--- src/rtl/rv32_hart_scheduler.sv ---
// Round-robin hart issue scheduler with per-hart block/park tracking.
// Define RV32_SCHED_PERF_EN to add the perf_issue_cnt/perf_idle_cnt counters.
module rv32_hart_scheduler #(
  parameter int NUM_HARTS = 8,
  parameter int HART_ID_W = $clog2(NUM_HARTS)
) (
  input  logic                 clk,
  input  logic                 rst_n,
  input  logic [NUM_HARTS-1:0] hart_en,
  input  logic                 issue_ready,
  output logic                 issue_valid,
  output logic [HART_ID_W-1:0] issue_hart,
  input  logic                 block_set,
  input  logic [HART_ID_W-1:0] block_set_hart,
  input  logic                 block_clr,
  input  logic [HART_ID_W-1:0] block_clr_hart,
  input  logic                 trap_valid,
  input  logic [HART_ID_W-1:0] trap_hart,
  input  logic [NUM_HARTS-1:0] resume,
  output logic [NUM_HARTS-1:0] hart_blocked,
  output logic [NUM_HARTS-1:0] hart_parked,
  output logic                 sched_idle
`ifdef RV32_SCHED_PERF_EN
  ,
  output logic [31:0]          perf_issue_cnt,
  output logic [31:0]          perf_idle_cnt
`endif
);

  // state  | meaning
  // IDLE   | no hart offered, waiting for an eligible hart
  // OFFER  | issue_hart offered to fetch, held until issue_ready
  typedef enum logic {ST_IDLE = 1'b0, ST_OFFER = 1'b1} state_t;

  state_t                 state_q;
  logic                   valid_q;
  logic [HART_ID_W-1:0]   hart_q;
  logic [HART_ID_W-1:0]   rr_q;
  logic [NUM_HARTS-1:0]   blocked_q, blocked_d;
  logic [NUM_HARTS-1:0]   parked_q, parked_d;
  logic [NUM_HARTS-1:0]   set_mask, clr_mask, trap_mask;
  logic [NUM_HARTS-1:0]   elig;
  logic                   any_elig;
  logic [HART_ID_W-1:0]   pick_base;
  logic [HART_ID_W-1:0]   next_hart_d;

  function automatic logic [HART_ID_W-1:0] pick(input logic [HART_ID_W-1:0] p,
                                                input logic [NUM_HARTS-1:0] el);
    logic                 found;
    logic [HART_ID_W-1:0] idx;
    pick  = p;
    found = 1'b0;
    // Offset NUM_HARTS wraps back to p, so p wins only when nothing else is eligible.
    for (int k = 1; k <= NUM_HARTS; k++) begin
      idx = p + HART_ID_W'(k);
      if (!found && el[idx]) begin
        pick  = idx;
        found = 1'b1;
      end
    end
  endfunction

  always_comb begin
    set_mask    = block_set  ? (NUM_HARTS'(1) << block_set_hart) : '0;
    clr_mask    = block_clr  ? (NUM_HARTS'(1) << block_clr_hart) : '0;
    trap_mask   = trap_valid ? (NUM_HARTS'(1) << trap_hart)      : '0;
    blocked_d   = (blocked_q & ~clr_mask) | set_mask;
    parked_d    = (parked_q & ~resume) | trap_mask;
    // Same-cycle block/trap already disqualify; clear/resume take effect next cycle.
    elig        = hart_en & ~blocked_q & ~parked_q & ~set_mask & ~trap_mask;
    any_elig    = |elig;
    pick_base   = (state_q == ST_OFFER) ? hart_q : rr_q;
    next_hart_d = pick(pick_base, elig);
  end

  always_ff @(posedge clk or negedge rst_n) begin
    if (!rst_n) begin
      state_q <= ST_IDLE;
      valid_q <= 1'b0;
      hart_q  <= '0;
      rr_q    <= HART_ID_W'(NUM_HARTS - 1);
    end else begin
      case (state_q)
        ST_IDLE: begin
          if (any_elig) begin
            state_q <= ST_OFFER;
            valid_q <= 1'b1;
            hart_q  <= next_hart_d;
          end
        end
        ST_OFFER: begin
          if (issue_ready) begin
            rr_q <= hart_q;
            if (any_elig) begin
              hart_q <= next_hart_d;
            end else begin
              state_q <= ST_IDLE;
              valid_q <= 1'b0;
            end
          end
        end
        default: begin
          state_q <= ST_IDLE;
          valid_q <= 1'b0;
        end
      endcase
    end
  end

  always_ff @(posedge clk or negedge rst_n) begin
    if (!rst_n) begin
      blocked_q <= '0;
      parked_q  <= '0;
    end else begin
      blocked_q <= blocked_d;
      parked_q  <= parked_d;
    end
  end

  assign issue_valid  = valid_q;
  assign issue_hart   = hart_q;
  assign hart_blocked = blocked_q;
  assign hart_parked  = parked_q;
  assign sched_idle   = (state_q == ST_IDLE);

`ifdef RV32_SCHED_PERF_EN
  always_ff @(posedge clk or negedge rst_n) begin
    if (!rst_n) begin
      perf_issue_cnt <= '0;
      perf_idle_cnt  <= '0;
    end else begin
      if (valid_q && issue_ready) perf_issue_cnt <= perf_issue_cnt + 32'd1;
      if (state_q == ST_IDLE)     perf_idle_cnt  <= perf_idle_cnt + 32'd1;
    end
  end
`else
  // Counters compiled out; the handshake and idle decode feed only the FSM.
`endif

endmodule

--- config.mk ---
export PLATFORM = sky130hd
export DESIGN_NAME = rv32_hart_scheduler
export DESIGN_NICKNAME = d
export VERILOG_FILES = /design/src/rtl/rv32_hart_scheduler.sv
export SDC_FILE = /design/constraint.sdc
export NUM_CORES = 1
export LEC_CHECK = 0
export ABC_AREA = 1
export BUFFER_PORTS_ARGS = -buffer_cell sky130_fd_sc_hd__buf_2
export CORE_ASPECT_RATIO = 0.7
export CORE_UTILIZATION = 50
export DETAILED_ROUTE_END_ITERATION = 8
export GPL_ROUTABILITY_DRIVEN = 0
export PLACE_DENSITY = 0.87
export SLEW_MARGIN = 20
export SYNTH_ARGS = -nofsm -noshare
export SYNTH_HDL_FRONTEND = slang
export SYNTH_SLANG_ARGS = --single-unit
--- constraint.sdc ---
create_clock -name clk -period 3.58 [get_ports clk]
set_clock_uncertainty 0.15 [all_clocks]
set_input_delay 0.716 -clock clk [delete_from_list [all_inputs] [get_ports clk]]
set_output_delay 0.716 -clock clk [all_outputs]
set_load 0.05 [all_outputs]
### Word level (Yosys, flattened, before mapping)

Index checks and enable logic that the tools add are counted.

| storage, ports and cells | value |
|---|---|
| flip-flop bits (word level) | 24 |
| latch bits | 0 |
| bits in writable memories | 0 |
| bits in read-only memories | 0 |
| input bits | 31 |
| memories kept | 0 |

| cells by class | value |
|---|---|
| add/sub/neg operators | 7 |
| $mul | 0 |
| div/mod/pow operators | 0 |
| order comparisons | 8 |
| eq/ne operators | 3 |
| shift operators | 3 |
| mux-type cells | 45 |
| bitwise operators | 15 |
| reduce and logical (&&, ||, !) cells | 17 |

Operators with widths:

| operator | count |
|---|---|
| bitwise AND 8 bit | 6 |
| NOT 8 bit | 6 |
| two-way mux 3 bit | 11 |
| < comparator 3 x 4 -> 1 bit (second input constant) | 8 |
| binary-select mux 1 bit (select 3 bit) | 8 |
| two-way mux 8 bit | 3 |
| left shift 1 x 3 -> 8 bit (first input constant) | 3 |
| two-way mux 1 bit | 20 |
| bitwise OR 8 bit | 2 |
| adder 3 bit (second input constant) | 4 |
| OR reduction 8 bit | 1 |
| logical AND 1 bit | 7 |
| zero test 1 bit | 7 |
| adder 3 x 2 -> 3 bit (second input constant) | 2 |
| case mux 3 bit (2 select lines) | 1 |
| != test 2 bit (second input constant) | 2 |
| case mux 1 bit (2 select lines) | 2 |
| adder 3 x 1 -> 3 bit (second input constant) | 1 |
| AND reduction 3 bit | 1 |
| != test 2 x 1 -> 1 bit (second input constant) | 1 |
| AND reduction 2 bit | 1 |
| NOT 1 bit | 1 |

### Longest topological paths before layout

| depth | value |
|---|---|
| depth in word-level cells | 32 |
| depth in mapped cells | 22 |
| mapped depth without buffers | 20 |

### Least setup slack after synthesis

OpenSTA, ideal clock, no wires.

| timing | value |
|---|---|
| path type | register to register |
| start | register state_q |
| end | register hart_q[2] (netlist: issue_hart[2]) |
| library setup time | 0.118 ns |
| arrival time | 2.554 ns |
| setup slack | 0.758 ns |
| stages on the path, launching flop included | 18 |
| buffers on the path | 3 |
| path through | dfrtp_1 -> buf_6 -> inv_2 -> nand2_2 -> nand2_2 -> inv_2 -> buf_6 -> ha_1 -> clkbuf_1 -> nand3_1 -> nand3_1 -> nand2_1 -> nand3_2 -> nor2_4 -> nand4_4 -> or2_0 -> nand3_1 -> nand2_1 |

| on the way | value |
|---|---|
| elaborated cells between the ends (all ways) | 58 |

RTL lines:

| element | line | text |
|---|---|---|
| start, declared | 35 | `state_t state_q;` |
| start signal, assigned | 78 | `state_q <= ST_IDLE;` |
| start signal, assigned | 86 | `state_q <= ST_OFFER;` |
| start signal, assigned | 97 | `state_q <= ST_IDLE;` |
| NOT 1 bit | -- |  |
| via sched_idle | 22 | `output logic sched_idle` |
| case mux 3 bit (2 select lines) | 83 | `case (state_q)` |
| end signal, assigned | 88 | `hart_q <= next_hart_d;` |
| end signal, assigned | 95 | `hart_q <= next_hart_d;` |
| end, declared | 37 | `logic [HART_ID_W-1:0] hart_q;` |

The timed path passes the listed nets, and every way through them passes these cells. The select of a mux whose other input is x is not followed.
A chain may end at the register's enable or synchronous reset.

### Worst setup path after layout

| timing | value |
|---|---|
| start | register state_q |
| end | register hart_q[0] (netlist: issue_hart[0]) |

| on the way | value |
|---|---|
| cells in the longest elaborated chain, start to end | 29 |
| elaborated cells between the ends (all ways) | 58 |

RTL lines:

| element | line | text |
|---|---|---|
| two-way mux 3 bit | 72 | `pick_base = (state_q == ST_OFFER) ? hart_q : rr_q;` |
| adder 3 x 1 -> 3 bit | 55 | `idx = p + HART_ID_W'(k);` |
| binary-select mux 1 bit (select 3 bit) | 56 | `if (!found && el[idx]) begin` |
| two-way mux 1 bit (implied by the code) | 56 |  |
| two-way mux 1 bit | 56 |  |
| zero test 1 bit | 56 |  |
| logical AND 1 bit | 56 |  |
| two-way mux 1 bit | 56 |  |
| (+13 left out) | -- |  |
| logical AND 1 bit | 56 |  |
| two-way mux 1 bit | 56 |  |
| zero test 1 bit | 56 |  |
| logical AND 1 bit | 56 |  |
| two-way mux 3 bit | 56 |  |
| two-way mux 3 bit | 85, 94 |  |
| two-way mux 3 bit | 92 | `if (issue_ready) begin` |
| case mux 3 bit (2 select lines) | 83 |  |

Several ways; a longest one is shown, not always the timed one. The select of a mux whose other input is x is not followed.

==> impl_metrics.py <==
metrics = {
    "clock_network": {
        "cts.sinks": 24,
        "cts_tree": "yes",
        "hold_buffers": 0,
        "path_clk_slew_ns": 0.09,
        "cts_resized": 0,
        "clockRootBuffer": "clkbuf_8",
        "clk_path_buf_depth": 2,
        "cts_setup_buffers": 0,
        "clkLatencyLatePin_ns": 0.27,
        "cts-htree-levels": 1,
        "cts_buffers": 3,
    },
    "placed_design": {
        "dpl-instance-area_um2": 2300,
        "place_hpwl_um": 4360,
        "port-buffer-count": 51,
    },
    "floorplan": {
        "initial_core_util": 0.548,
        "rows": 18,
        "io_pins": 52,
        "core_um2": 3670,
        "die_y_um": 55.1,
        "die_w_um": 77.8,
        "die-area_um2": 4280,
    },
    "logic_synthesis": {
        "ys_seq_area_frac": 0.301,
        "synth_cells": 323,
        "yosysWarnings": 0,
        "syn-cell-area_um2": 2010,
        "synth_edf_count": 0,
        "syn_area_per_cell_um2": 6.23,
        "synthFlopType": "dfrtp_1",
        "ys_seq_elements": 24,
        "async_flop_share": 1.00,
        "synth.distinct_cells": 28,
        "synth_fp_nets": 356,
    },
    "setup_path": {
        "worstPathArrival_ns": 3.01,
        "rrSetupSlack_ns": 0.62,
        "crit_type": "register to register",
        "crit_path_end_kind": "register",
        "cp_max_fo": 14,
        "cp_data_required_time_ns": 3.64,
        "cp-start-kind": "register",
    },
    "worst_hold_path": {
        "hold_path_class": "input port to async pin",
    },
    "cells_and_area": {
        "post-route-cell-area_um2": 2370,
        "diodes": 0,
        "mostFrequentLayoutCell": "nand2_1",
        "num-fill-cells": 333,
        "syn_to_final_growth_pct": 18.0,
        "nets": 409,
        "drive_gt1_frac": 0.203,
        "final_cell_mix": "nand2_1 (123), buf_2 (51), nand3_1 (47)",
    },
    "drt": {
        "drc": 0,
        "first_iter_violations": 206,
        "via_per_inst": 5.40,
        "drt_first_pass_iters": 6,
        "detail-route-antenna-nets": 0,
        "dr_total_vias": 2294,
        "drt-total-wl_um": 5430,
        "wl_per_cell_um": 12.8,
    },
    "global_route": {
        "grt_pass1_wl_um": 9510,
        "grt_use_total": 0.289,
        "grt_overflow_total": 0,
        "antenna_found_initial": 0,
        "grt_pass1_vias": 2074,
        "grt_max_degree": 25,
    },
    "sta": {
        "rsz0062_at_grt": "no",
        "report.final.setup_viol": 0,
        "hold_viol_final": 0,
        "worst_pin_slew_ns": 0.550,
        "setup_tns_ns": 0,
        "timing.final.crit_share": 0.826,
        "final_max_slew_viol_count": 0,
        "slew_headroom": 0.633,
        "timing.fmax_mhz": 338,
        "min_period_ns": 2.96,
    },
    "power_and_ir_drop": {
        "p_leak_nw": 1.37,
        "peakVddDrop_mv": 0.550,
        "power-per-cell-area_nw_per_um2": 967,
    },
    "run": {
        "drv_cap": 0,
    },
    "outcome": {
        "outcome": "complete, no violations",
    },
}
[Yosys cell counts (2+ instances only)]
| library cell | number | area, um^2 |
|---|---|---|
| buf_6 | 2 | 22.5 |
| dfrtp_1 | 21 | 526 |
| dfstp_2 | 3 | 78.8 |
| ha_1 | 2 | 25.0 |
| inv_1 | 43 | 161 |
| inv_2 | 4 | 15.0 |
| nand2_1 | 123 | 462 |
| nand2_2 | 5 | 31.3 |
| nand3_1 | 47 | 235 |
| nand3_2 | 2 | 20.0 |
| nand4_1 | 9 | 56.3 |
| nor2_1 | 19 | 71.3 |
| nor3b_1 | 4 | 30.0 |
| o21ai_0 | 22 | 110 |
| o21ai_4 | 2 | 32.5 |
| or2_0 | 3 | 18.8 |
[final timing paths]
path / start / end / cells past startpoint
worst max-delay path: state_q$_DFF_PN0_ / issue_hart[0]$_DFFE_PN0P_ / 16
worst min-delay path: rst_n / hart_blocked[5]$_DFF_PN0_ / 1
worst max register to register: state_q$_DFF_PN0_ / issue_hart[0]$_DFFE_PN0P_ / 16
worst min register to register: issue_valid$_DFFE_PN0P_ / issue_valid$_DFFE_PN0P_ / 2
max in group asynchronous: rst_n / rr_q[1]$_DFFE_PN1P_ / 1
min in group clk: issue_valid$_DFFE_PN0P_ / issue_valid$_DFFE_PN0P_ / 2
[sequential cells by signal, indices dropped and copies added, names as in the netlist]
name and flops:
hart_blocked 8, hart_parked 8, issue_hart 3, rr_q 3, issue_valid 1, state_q 1
[layer usage]
layer,GRT usage,up-vias,share of wire
li1,-,1137,-
met1,0.397,995,0.45
met2,0.490,154,0.43
met3,0.0475,8,0.11
met4,0.0597,0,0.0079
met5,0,-,0
[kinds of logic (layout without fill, tap and decap cells)]
kind of cell | Yosys count | after routing | synth area share
simple gates | 216 | 216 | 0.483
fa+ha+maj | 2 | 2 | 0.0124
xor+xnor | 2 | 2 | 0.0124
flops | 24 | 24 | 0.301
compound gates | 27 | 27 | 0.0815
mux | 1 | 1 | 0.00560
buf+inv | 51 | 103 | 0.105
[area by class of cell]
class                           count  area [um^2]  area share
Tap cell                           50         62.6      0.0264
Inverter                           47          176      0.0743
Sequential cell                    24          604       0.255
Multi-Input combinational cell    248         1200       0.504
Clock buffer                        3         41.3      0.0174
Clock inverter                      1         30.0      0.0127
Timing Repair Buffer               52          263       0.111
[where the power goes]
part	switching (mW)	internal, mW
Sequential	0.0526	0.341
Clock	0.0892	0.149
Combinational	1.16	0.500
[worst max-delay path: stages, from the launching register on]
cell and delay, ns:
dfrtp_1 0.50, inv_2 0.14, nand2_2 0.06, nand2_2 0.07, inv_2 0.12, ha_1 0.52, inv_1 0.17, nand3_1 0.13
nand3_1 0.09, nand2_1 0.14, nand3_2 0.11, nor2_4 0.18, nand4_4 0.13, or2_0 0.21, nand2_1 0.06, nand2_1 0.05
nand2_1 0.06
[metrics by stage]
stage	setup slack [ns]	power (mW)	hold WS, ns	utilization	instances
6_report	0.624	2.30	0.274	0.647	425
2_1_floorplan	0.758	1.71	0.270	-	323
3_3_place_gp	0.772	1.99	0.333	0.627	421
5_1_grt	0.341	2.56	0.313	0.647	425
3_5_place_dp	0.671	2.03	0.336	0.627	421
4_1_cts	0.647	2.27	0.284	0.647	425
No activity file was read; power rests on OpenSTA's default activity.
